$ cat src/rtl/basys3_io_ports.sv
// ============================================================================
// Module   : basys3_io_ports
// Function : AVR I/O-space peripheral for switches, buttons, LEDs, a 4-digit
//            seven-segment display and a scanned 4x4 keypad.
// Revision : 1.0 - initial release
// ============================================================================
`default_nettype none

module basys3_io_ports #(
    parameter int REFRESH_BITS = 18,
    parameter int SCAN_BITS    = 16
) (
    input  logic        clk,
    input  logic        rst,
    input  logic [5:0]  io_a,
    output logic [7:0]  io_di,
    input  logic [7:0]  io_do,
    input  logic        io_re,
    input  logic        io_we,
    input  logic [15:0] sw,
    input  logic [4:0]  btn,
    output logic [15:0] led,
    output logic [6:0]  seg,
    output logic        dp,
    output logic [3:0]  an,
    input  logic [3:0]  kypd_row,
    output logic [3:0]  kypd_col
);

    localparam logic [5:0] c_addr_sw_l    = 6'h00;
    localparam logic [5:0] c_addr_sw_h    = 6'h01;
    localparam logic [5:0] c_addr_btn     = 6'h02;
    localparam logic [5:0] c_addr_led_l   = 6'h03;
    localparam logic [5:0] c_addr_led_h   = 6'h04;
    localparam logic [5:0] c_addr_dig0    = 6'h05;
    localparam logic [5:0] c_addr_dig1    = 6'h06;
    localparam logic [5:0] c_addr_dig2    = 6'h07;
    localparam logic [5:0] c_addr_dig3    = 6'h08;
    localparam logic [5:0] c_addr_disp_en = 6'h09;
    localparam logic [5:0] c_addr_key     = 6'h0A;

    localparam logic [REFRESH_BITS-1:0] c_refresh_one = {{(REFRESH_BITS-1){1'b0}}, 1'b1};
    localparam logic [SCAN_BITS+1:0]    c_scan_one    = {{(SCAN_BITS+1){1'b0}}, 1'b1};

    logic [REFRESH_BITS-1:0] r_refresh;
    logic [SCAN_BITS+1:0]    r_scan;
    logic [7:0]              r_led_l;
    logic [7:0]              r_led_h;
    logic [7:0]              r_dig [4];
    logic [3:0]              r_disp_en;
    logic [7:0]              r_key;
    logic                    r_held;
    logic [1:0]              r_empty_cnt;
    logic [3:0]              r_row_s1;
    logic [3:0]              r_row_s2;

    logic [1:0] w_digit;
    logic [7:0] w_cur;
    logic [1:0] w_col;
    logic       w_sample;
    logic       w_hit;
    logic [1:0] w_row;
    logic [3:0] w_code;
    logic       w_press;
    logic       w_key_rd;

    function automatic logic [6:0] hex7(input logic [3:0] v);
        case (v)
            4'h0: hex7 = 7'h3F;  4'h1: hex7 = 7'h06;  4'h2: hex7 = 7'h5B;  4'h3: hex7 = 7'h4F;
            4'h4: hex7 = 7'h66;  4'h5: hex7 = 7'h6D;  4'h6: hex7 = 7'h7D;  4'h7: hex7 = 7'h07;
            4'h8: hex7 = 7'h7F;  4'h9: hex7 = 7'h6F;  4'hA: hex7 = 7'h77;  4'hB: hex7 = 7'h7C;
            4'hC: hex7 = 7'h39;  4'hD: hex7 = 7'h5E;  4'hE: hex7 = 7'h79;  default: hex7 = 7'h71;
        endcase
    endfunction

    // Index is {row, col}, matching the keypad legend
    function automatic logic [3:0] key_code(input logic [1:0] row, input logic [1:0] col);
        case ({row, col})
            4'b00_00: key_code = 4'h1;  4'b00_01: key_code = 4'h2;
            4'b00_10: key_code = 4'h3;  4'b00_11: key_code = 4'hA;
            4'b01_00: key_code = 4'h4;  4'b01_01: key_code = 4'h5;
            4'b01_10: key_code = 4'h6;  4'b01_11: key_code = 4'hB;
            4'b10_00: key_code = 4'h7;  4'b10_01: key_code = 4'h8;
            4'b10_10: key_code = 4'h9;  4'b10_11: key_code = 4'hC;
            4'b11_00: key_code = 4'h0;  4'b11_01: key_code = 4'hF;
            4'b11_10: key_code = 4'hE;  default:  key_code = 4'hD;
        endcase
    endfunction

    assign w_digit  = r_refresh[REFRESH_BITS-1 -: 2];
    assign w_cur    = r_dig[w_digit];
    assign an       = ~((4'b0001 << w_digit) & r_disp_en);
    assign seg      = ~hex7(w_cur[3:0]);
    assign dp       = ~w_cur[7];
    assign led      = {r_led_h, r_led_l};

    assign w_col    = r_scan[SCAN_BITS+1 -: 2];
    assign kypd_col = ~(4'b0001 << w_col);
    assign w_sample = &r_scan[SCAN_BITS-1:0];
    assign w_hit    = ~&r_row_s2;
    assign w_code   = key_code(w_row, w_col);
    assign w_press  = w_sample & w_hit & ~r_held;
    assign w_key_rd = io_re & (io_a == c_addr_key);

    // Descending loop so the lowest active row index is the last one assigned
    always_comb begin
        w_row = 2'd0;
        for (int i = 3; i >= 0; i--) begin
            if (!r_row_s2[i]) begin
                w_row = 2'(i);
            end
        end
    end

    always_comb begin
        io_di = 8'h00;
        case (io_a)
            c_addr_sw_l:    io_di = sw[7:0];
            c_addr_sw_h:    io_di = sw[15:8];
            c_addr_btn:     io_di = {3'b000, btn};
            c_addr_led_l:   io_di = r_led_l;
            c_addr_led_h:   io_di = r_led_h;
            c_addr_dig0:    io_di = r_dig[0];
            c_addr_dig1:    io_di = r_dig[1];
            c_addr_dig2:    io_di = r_dig[2];
            c_addr_dig3:    io_di = r_dig[3];
            c_addr_disp_en: io_di = {4'b0000, r_disp_en};
            c_addr_key:     io_di = r_key;
            default:        io_di = 8'h00;
        endcase
    end

    always_ff @(posedge clk or negedge rst) begin
        if (!rst) begin
            r_led_l   <= 8'h00;
            r_led_h   <= 8'h00;
            r_disp_en <= 4'h0;
            for (int i = 0; i < 4; i++) begin
                r_dig[i] <= 8'h00;
            end
            r_refresh <= '0;
        end else begin
            r_refresh <= r_refresh + c_refresh_one;
            if (io_we) begin
                case (io_a)
                    c_addr_led_l:   r_led_l   <= io_do;
                    c_addr_led_h:   r_led_h   <= io_do;
                    c_addr_dig0:    r_dig[0]  <= io_do;
                    c_addr_dig1:    r_dig[1]  <= io_do;
                    c_addr_dig2:    r_dig[2]  <= io_do;
                    c_addr_dig3:    r_dig[3]  <= io_do;
                    c_addr_disp_en: r_disp_en <= io_do[3:0];
                    default: ;
                endcase
            end
        end
    end

    // held only drops after four consecutive empty column samples (one full scan)
    always_ff @(posedge clk or negedge rst) begin
        if (!rst) begin
            r_row_s1    <= 4'hF;
            r_row_s2    <= 4'hF;
            r_scan      <= '0;
            r_key       <= 8'h00;
            r_held      <= 1'b0;
            r_empty_cnt <= 2'd0;
        end else begin
            r_row_s1 <= kypd_row;
            r_row_s2 <= r_row_s1;
            r_scan   <= r_scan + c_scan_one;
            if (w_press) begin
                r_key <= {1'b1, 3'b000, w_code};
            end else if (w_key_rd) begin
                r_key <= 8'h00;
            end
            if (w_sample) begin
                if (w_hit) begin
                    r_held      <= 1'b1;
                    r_empty_cnt <= 2'd0;
                end else if (r_empty_cnt == 2'd3) begin
                    r_held <= 1'b0;
                end else begin
                    r_empty_cnt <= r_empty_cnt + 2'd1;
                end
            end
        end
    end

endmodule

`default_nettype wire

$ cat config.mk
export PLATFORM = sky130hd
export DESIGN_NAME = basys3_io_ports
export DESIGN_NICKNAME = d
export VERILOG_FILES = /design/src/rtl/basys3_io_ports.sv
export SDC_FILE = /design/constraint.sdc
export NUM_CORES = 1
export LEC_CHECK = 0
export CELL_PAD_IN_SITES_DETAIL_PLACEMENT = 1
export CELL_PAD_IN_SITES_GLOBAL_PLACEMENT = 2
export CORE_MARGIN = 2
export CORE_UTILIZATION = 43
export CTS_CLUSTER_DIAMETER = 40
export CTS_CLUSTER_SIZE = 16
export DETAILED_ROUTE_END_ITERATION = 8
export DONT_BUFFER_PORTS = 1
export PLACE_DENSITY_LB_ADDON = 0.12
export SYNTH_ARGS = -nofsm -noshare
export SYNTH_HDL_FRONTEND = slang
export SYNTH_SLANG_ARGS = --single-unit
$ cat constraint.sdc
create_clock -name clk -period 2.7 [get_ports clk]
set_clock_uncertainty 0.05 [all_clocks]
set_input_delay 0 -clock clk [delete_from_list [all_inputs] [get_ports clk]]
set_output_delay 0 -clock clk [all_outputs]
set_load 0.01 [all_outputs]
==> qor.yml, run 1 <==
yosys:
  ys_top_cells_by_area: "dfrtp_1 45%, mux2_2 12%, mux4_2 7.2%, dfstp_2 4.0%, xnor2_1 3.5%"
  syn_area_per_cell_um2: 12.6
  synth-async-reset-ratio_pct: 100
  yosys_warnings: 0
  synth_top_area_share_pct: 45.3
  yosysMostFrequentCell: "dfrtp_1"
  syn-instance-count: 421
  ys_ff_latch: 104
  synth_flop_cell: "dfrtp_1"
  ys_types: 52
  yosysSeqAreaShare_pct: 49.3
  synth-edff-count: 0
  synth_nets: 478
  synthesis.area_mm2: 0.00530
  yosys.area.top_type: "dfrtp_1"
  synthTopCellsByCount: "96 x dfrtp_1, 58 x mux2_2, 24 x nand2_1"
place:
  dp_cells: 555
  dp_hpwl_um: 8130
  gp_congestion: 0.743
  io_buffers: 0
  post-place-ws_ns: 0.451
global_routing:
  grt_max_degree: 105
  antenna_found_initial: 0
  grt_pass1_vias: 3609
  grt.overflow.total: 0
  grt_pass1_wl_um: 19400
  grt_use_total_pct: 19.4
timing:
  finalHoldViolCount: 0
  fin_crit_ns: 2.43
  rsz0062_at_grt: "false"
  period_share_pct: 90.2
  clock.fmax_mhz: 411
  finalMaxSlewViolations: 0
  fin_ws_ns: 0.265
  fin_setup_tns_ns: 0
  setup_viol: 0
  maxSlewHeadroom_pct: 49.0
  tightestPinTransition_ns: 0.762
min_path:
  holdCritPathClass: "primary input to register"
  hold_start: "io_re"
  worstHoldEndpoint: "r_key[7]"
  min_path_cells: 3
critical_path:
  crit_chain: "mux4_2 > inv_1 > ha_1 > inv_1 > mux4_2"
  critPathMaxStageDelay_ns: 0.62
  cp.required_ns: 2.65
  end_kind: "primary output"
  cpMaxStageDelayCell: "mux4_2"
  r2r_end: "r_key[3]"
  crit_buf_inv: 2
  crit_family: "multiplexers"
  r2r_cells: 5
  r2r_slack_ns: 0.48
  rr_startpoint: "r_scan[0]"
  cp_max_fo: 11
  arrival_ns: 2.38
  crit_type: "register to primary output"
  worst_setup_path_start_kind: "register"
pwr:
  peakVddDrop_v: 0.000304
  p_per_area_mw_per_mm2: 600
  p_leak_nw: 2.60
die:
  core_mm2: 0.0120
  io_pins: 83
  die_w_um: 115
  dieArea_mm2: 0.0132
  rows: 40
  start_util_pct: 44.1
  die_height_um: 115
cts:
  numCtsBuffers: 9
  clock_latency_ns: 0.34
  clock_path_buffers: 2
  root_buffer: "clkbuf_16"
  post_cts_buffers: 0
  cts_tree: "built"
  cts.sinks: 104
  cts-htree-levels: 3
  clkSlewWorstSetupHoldPaths_ns: 0.07
layout:
  area_growth_pct: 12.5
  drive_gt1_share_pct: 26.8
  antennaDiodeCount: 0
  utilization_pct: 49.6
  nNetsFinal: 493
  layout.cells.non_filler: 588
detailed_routing:
  routed_via_density: 5.80
  first_iter_violations: 154
  routed_wl_um: 12200
  vias: 3409
  postRouteAntennaNets: 0
  post_drt_wl_per_cell_um: 20.7
  drt-pass1-iter-count: 4
  drc: 0
run:
  maxCapViolations: 0
outcome:
  outcome: "finished clean"
routing by layer:
| metal | global-route usage [%] | vias to the layer above | wire length [um] |
|---|---|---|---|
| met5 | 0 | - | 0 |
| met4 | 5.54 | 0 | 129 |
| met3 | 3.32 | 11 | 403 |
| met2 | 32.1 | 50 | 6060 |
| met1 | 26.3 | 1780 | 5600 |
| li1 | - | 1568 | - |
cell type report:
type	instances	area, um^2
fillers	1235	6050
flip-flops and latches	104	2610
multi-input cells	282	2550
clock buffers	10	239
repair buffers	22	225
well taps	147	184
clock inverters	6	82.6
inverters	17	63.8
worst max path at each step:
stage                              from     end  cells past startpoint  slack, ns
after CTS                 r_refresh[16]  seg[3]                      5       0.07
after global placement    r_refresh[16]  seg[3]                      5       0.52
after detailed placement  r_refresh[16]  seg[3]                      5       0.45
after floorplan           r_refresh[16]  seg[3]                      6       0.71
after global routing      r_refresh[16]  seg[3]                      5       0.15
final                     r_refresh[16]  seg[3]                      5       0.27
repair_timing:
item	in CTS	in global routing
endpoints found under the hold margin	161	0
endpoints found under the setup margin	0	1
gates resized for setup	0	1
hold buffers	17	0
kinds of logic (layout without fill, tap and decap cells):
| logic type | count (synthesis) | in the layout | synth area share [%] |
|---|---|---|---|
| xor gates and xnor gates | 33 | 33 | 5.45 |
| muxes | 89 | 89 | 22.2 |
| DFF | 104 | 104 | 49.3 |
| buffers and inverters | 35 | 55 | 2.79 |
| adders and majority gates | 14 | 14 | 3.31 |
| and+or+nand+nor | 107 | 107 | 11.7 |
| AOI/OAI and AO/OA | 39 | 39 | 5.22 |
power breakdown:
group	switching, W	internal [W]	total (W)
Combinational	0.000178	0.000208	0.000386
Clock	0.000581	0.000834	0.00141
Sequential	0.000104	0.00167	0.00178
through the flow:
stage	hold slack, ns	instance area, um^2	power (W)
floorplan	-0.346	5300	0.00207
global placement	-0.341	5450	0.00212
detailed placement	-0.340	5450	0.00213
CTS	0.00119	5960	0.00363
global route	0.0231	5960	0.00373
finish	0.00931	5960	0.00358
state kept, by name, summed over array words and instances (netlist names):
signal and flops:
r_refresh 18, r_dig 32, r_scan 18, r_row_s2 4, r_empty_cnt 2, r_held 1, r_row_s1 4, r_disp_en 4
r_key 5, r_led_l 8, r_led_h 8
worst register-to-register path: cells and delay by family, from the launching register on:
kind,cells,cell delay [ns]
adder cells (fa/ha/maj),1,0.23
AND/OR/NAND/NOR,3,1.22
flip-flops,1,0.41
multiplexers,1,0.24
cells in the final DEF (no fill, tap or decap), types with 9 or more instances in the layout:
cell,netlist,final
nor2_1,16,16
dfrtp_1,96,95
ha_1,14,14
nand3_1,19,19
mux4_2,17,17
inv_1,17,17
xor2_1,12,12
xnor2_1,21,21
dlygate4sd3_1,0,16
mux2i_1,14,14
nand2_1,24,24
clkbuf_16,0,9
mux2_2,58,58
Power figures use the tool's default switching activity.
==> run 2, diff against run 1 <==
REMOVE_ABC_BUFFERS = 1   (was not set)
SKIP_LAST_GASP = 1   (was not set)
==> qor.yml, run 2 (synthesis gave the netlist of run 1 again) <==
layout:
  fillers: 1241
  reg_top3: "r_dig (32), r_refresh (18), r_scan (18)"
  layout.cells.non_filler: 591
  largest_reg_flops: 32
  antennaDiodeCount: 0
  drive_gt1_share_pct: 26.1
  nNetsFinal: 496
  top_register: "r_dig"
  final_common_cell: "dfrtp_1"
  final_cell_mix: "96 x dfrtp_1, 58 x mux2_2, 24 x nand2_1"
  area_growth_pct: 12.2
die:
  io_pins: 83
  die_height_um: 115
  rows: 40
  die_w_um: 115
  start_util_pct: 44.1
  core_mm2: 0.0120
  dieArea_mm2: 0.0132
place:
  post-place-ws_ns: 0.502
  gp_congestion: 0.752
  io_buffers: 0
  dp_cells: 557
  dp_hpwl_um: 8380
global_routing:
  grt_max_degree: 105
  grt_use_total_pct: 19.9
  grt_pass1_vias: 3760
  grt_pass1_wl_um: 20200
  grt.overflow.total: 0
  antenna_found_initial: 0
detailed_routing:
  drt-pass1-iter-count: 4
  routed_via_density: 5.78
  vias: 3414
  routed_wl_um: 12600
  post_drt_wl_per_cell_um: 21.3
  first_iter_violations: 177
  drc: 0
  postRouteAntennaNets: 0
critical_path:
  rr_startpoint: "r_scan[0]"
  startpoint: "r_refresh[16]"
  cp.required_ns: 2.65
  crit_type: "register to primary output"
  cpMaxStageDelayCell: "mux4_2"
  worst_setup_path_start_kind: "register"
  crit_family: "multiplexers"
  cp_max_fo: 6
  critPathMaxStageDelay_ns: 0.62
  crit_chain: "mux4_2 > inv_1 > ha_1 > inv_1 > mux4_2"
  arrival_ns: 2.36
  crit_buf_inv: 2
  end_kind: "primary output"
timing:
  tightestPinTransition_ns: 0.785
  fin_ws_ns: 0.295
  rsz0062_at_grt: "false"
  setup_viol: 0
  clock.fmax_mhz: 416
  fin_setup_tns_ns: 0
  finalHoldViolCount: 0
  fin_crit_ns: 2.41
  finalMaxSlewViolations: 0
  period_share_pct: 89.1
  maxSlewHeadroom_pct: 47.4
cts:
  clock_path_buffers: 2
  cts_resized: 0
  cts.sinks: 104
  cts-htree-levels: 3
  root_buffer: "clkbuf_16"
  clock_latency_ns: 0.35
  clkSlewWorstSetupHoldPaths_ns: 0.07
  numCtsBuffers: 9
  post_cts_buffers: 0
  cts_tree: "built"
outcome:
  outcome: "finished clean"
min_path:
  hold_start: "io_re"
  holdCritPathClass: "primary input to register"
pwr:
  total_power_w: 0.00346
  peakVddDrop_v: 0.000305
  p_per_area_mw_per_mm2: 581
  p_leak_nw: 2.60
run:
  maxCapViolations: 0
-- run 2: power breakdown --
group	internal, W	switching (W)	total, W
sequential	0.00167	0.000103	0.00178
clock	0.000716	0.000569	0.00129
combinational	0.000211	0.000184	0.000395
total	0.00260	0.000856	0.00346
-- run 2: worst min-delay path, cell delays in order --
cell,delay (ns)
nand2_1,0.05
or3_1,0.18
a21o_2,0.15
-- run 2: layout make-up --
class	count	area, um^2	area share, %
Sequential cell	104	2610	44.0
Multi-Input combinational cell	282	2550	42.9
Timing Repair Buffer	25	250	4.21
Clock buffer	12	236	3.98
Tap cell	147	184	3.09
Inverter	17	63.8	1.07
Clock inverter	4	45.0	0.758
-- run 2: per-layer routing --
layer	global-route usage, %	wire (um)	vias to the layer above
li1	-	-	1581
met1	26.8	5910	1756
met2	32.2	6000	65
met3	3.90	461	12
met4	6.99	192	0
met5	0	0	-
-- run 2: path summary, 6_finish.rpt --
check	slack, ns	cells after the start	end
worst min-delay path	0.003	3	r_key[7]
worst min register to register	0.30	0	r_row_s2[2]
worst max-delay path	0.29	5	seg[3]
min in group asynchronous	0.22	2	r_dig[5]
worst max register to register	0.50	5	r_key[2]
max in group asynchronous	1.99	2	r_row_s1[0]
-- run 2: what timing repair did --
action	in CTS	in global routing
endpoints found under the setup margin	0	0
hold buffers	18	0
hold endpoints to repair	162	0
-- run 2: through the flow --
stage / util (%) / cell area (um^2) / hold slack [ns]
global route: 49.5 / 5940 / 0.0439
detailed placement: 45.5 / 5460 / -0.343
floorplan: - / 5220 / -0.346
CTS: 49.5 / 5940 / 0.00142
finish: 49.5 / 5940 / 0.00313
global placement: 45.5 / 5460 / -0.343
==> run 3, diff against run 2 <==
--- a/config.mk
+++ b/config.mk
@@ -15,2 +15,3 @@
 export DONT_BUFFER_PORTS = 1
+export GPL_ROUTABILITY_DRIVEN = 0
 export PLACE_DENSITY_LB_ADDON = 0.12
@@ -18,2 +19,3 @@
 export SKIP_LAST_GASP = 1
+export SLEW_MARGIN = 5
 export SYNTH_ARGS = -nofsm -noshare
--- a/constraint.sdc
+++ b/constraint.sdc
@@ -4,2 +4,2 @@
 set_output_delay 0 -clock clk [all_outputs]
-set_load 0.01 [all_outputs]
+set_load 0.02 [all_outputs]
==> qor.yml, run 3 (synthesis gave the netlist of run 1 again) <==
outcome:
  outcome: "finished clean"
detailed_routing:
  first_iter_violations: 152
  drt-pass1-iter-count: 4
  routed_via_density: 5.73
  postRouteAntennaNets: 0
  post_drt_wl_per_cell_um: 20.9
  vias: 3425
  routed_wl_um: 12500
  drc: 0
global_routing:
  grt.overflow.total: 0
  grt_pass1_vias: 3802
  antenna_found_initial: 3
  grt_pass1_wl_um: 20300
  grt_max_degree: 105
  grt_use_total_pct: 20.0
timing:
  maxSlewHeadroom_pct: 42.8
  fin_setup_tns_ns: 0
  period_share_pct: 90.9
  rsz0062_at_grt: "false"
  tightestPinTransition_ns: 0.848
  finalHoldViolCount: 0
  setup_viol: 0
  finalMaxSlewViolations: 0
  clock.fmax_mhz: 408
  fin_crit_ns: 2.45
place:
  io_buffers: 0
  dp_cells: 560
  dp_hpwl_um: 8380
cts:
  numCtsBuffers: 9
  clock_path_buffers: 2
  cts.sinks: 104
  cts_resized: 0
  root_buffer: "clkbuf_16"
  clock_latency_ns: 0.35
  post_cts_buffers: 0
  cts_tree: "built"
  clkSlewWorstSetupHoldPaths_ns: 0.07
  cts-htree-levels: 3
critical_path:
  arrival_ns: 2.40
  startpoint: "r_refresh[16]"
  crit_chain: "mux4_2 > inv_1 > ha_1 > inv_1 > mux4_2"
  cp_max_fo: 6
  critPathMaxStageDelay_ns: 0.62
  crit_type: "register to primary output"
  end_kind: "primary output"
  worst_setup_path_start_kind: "register"
  cpMaxStageDelayCell: "mux4_2"
  rr_startpoint: "r_scan[0]"
  cp.required_ns: 2.65
layout:
  nNetsFinal: 500
  utilization_pct: 49.7
  final_cell_mix: "96 x dfrtp_1, 58 x mux2_2, 24 x nand2_1"
  largest_reg_flops: 32
  fillers: 1240
  final_common_cell: "dfrtp_1"
  area_growth_pct: 12.7
  layout.cells.non_filler: 598
  drive_gt1_share_pct: 26.3
  top_register: "r_dig"
  reg_top3: "r_dig (32), r_refresh (18), r_scan (18)"
die:
  die_w_um: 115
  dieArea_mm2: 0.0132
  rows: 40
  die_height_um: 115
  core_mm2: 0.0120
  io_pins: 83
  start_util_pct: 44.1
min_path:
  hold_start: "io_a[4]"
  holdCritPathClass: "primary input to register"
run:
  maxCapViolations: 0
pwr:
  peakVddDrop_v: 0.000283
  p_per_area_mw_per_mm2: 580
  p_leak_nw: 2.61
  total_power_w: 0.00346
run 3: changes by cell type in the layout (fill, tap and decap cells not counted):
cell | before | now
buf_4 | 7 | 10
diode_2 | 0 | 3
clkinv_2 | 3 | 1
bufinv_16 | 1 | 0
clkbuf_1 | 3 | 4
clkbuf_8 | 0 | 1
dlygate4sd3_1 | 17 | 18
inv_6 | 0 | 1
run 3: power by group:
| group | internal, W | total, W | switching (W) |
|---|---|---|---|
| Combinational | 0.000228 | 0.000441 | 0.000213 |
| Clock | 0.000655 | 0.00123 | 0.000571 |
| Sequential | 0.00167 | 0.00180 | 0.000126 |
run 3: path summary, 6_finish.rpt:
check | endpoint | slack, ns | depth (start not counted)
worst min-delay path | r_dig[30] | 0.03 | 3
max in group asynchronous | r_row_s2[3] | 1.95 | 2
min in group asynchronous | r_led_l[6] | 0.18 | 2
worst max register to register | r_key[3] | 0.52 | 5
worst min register to register | r_row_s2[3] | 0.31 | 0
worst max-delay path | seg[3] | 0.25 | 5
run 3: cell type report:
| cell class | instances | area (um^2) | share of cell area [%] |
|---|---|---|---|
| diodes | 3 | 7.51 | 0.126 |
| clock buffers | 14 | 254 | 4.25 |
| clock inverters | 2 | 13.8 | 0.231 |
| inverters | 17 | 63.8 | 1.07 |
| multi-input cells | 282 | 2550 | 42.7 |
| flip-flops and latches | 104 | 2610 | 43.8 |
| well taps | 147 | 184 | 3.08 |
| repair buffers | 29 | 283 | 4.74 |
run 3: critical path: cells and delay by family (launching register included):
family / cells / cell delay (ns)
DFF: 1 / 0.52
muxes: 2 / 1.15
buffers and inverters: 2 / 0.22
adders and majority gates: 1 / 0.16
run 3: metrics by stage:
step | worst slack, ns | area (um^2) | hold WS (ns)
2_1_floorplan | 0.598 | 5220 | -0.346
6_report | 0.247 | 5970 | 0.0348
4_1_cts | 0.216 | 5960 | 0.0257
3_5_place_dp | 0.496 | 5490 | -0.343
5_1_grt | 0.117 | 5970 | 0.0416
3_3_place_gp | 0.619 | 5490 | -0.343
run 3: per-layer routing:
| metal | vias up | routed length, um | global-route usage, % |
|---|---|---|---|
| met1 | 1759 | 5610 | 26.2 |
| met4 | 0 | 225 | 6.83 |
| met3 | 13 | 648 | 4.48 |
| li1 | 1588 | - | - |
| met5 | - | 0 | 0 |
| met2 | 65 | 6030 | 32.9 |
run 3: what timing repair did:
item | CTS | global route
hold buffers | 19 | 0
endpoints found under the setup margin | 0 | 0
endpoints found under the hold margin | 161 | 0
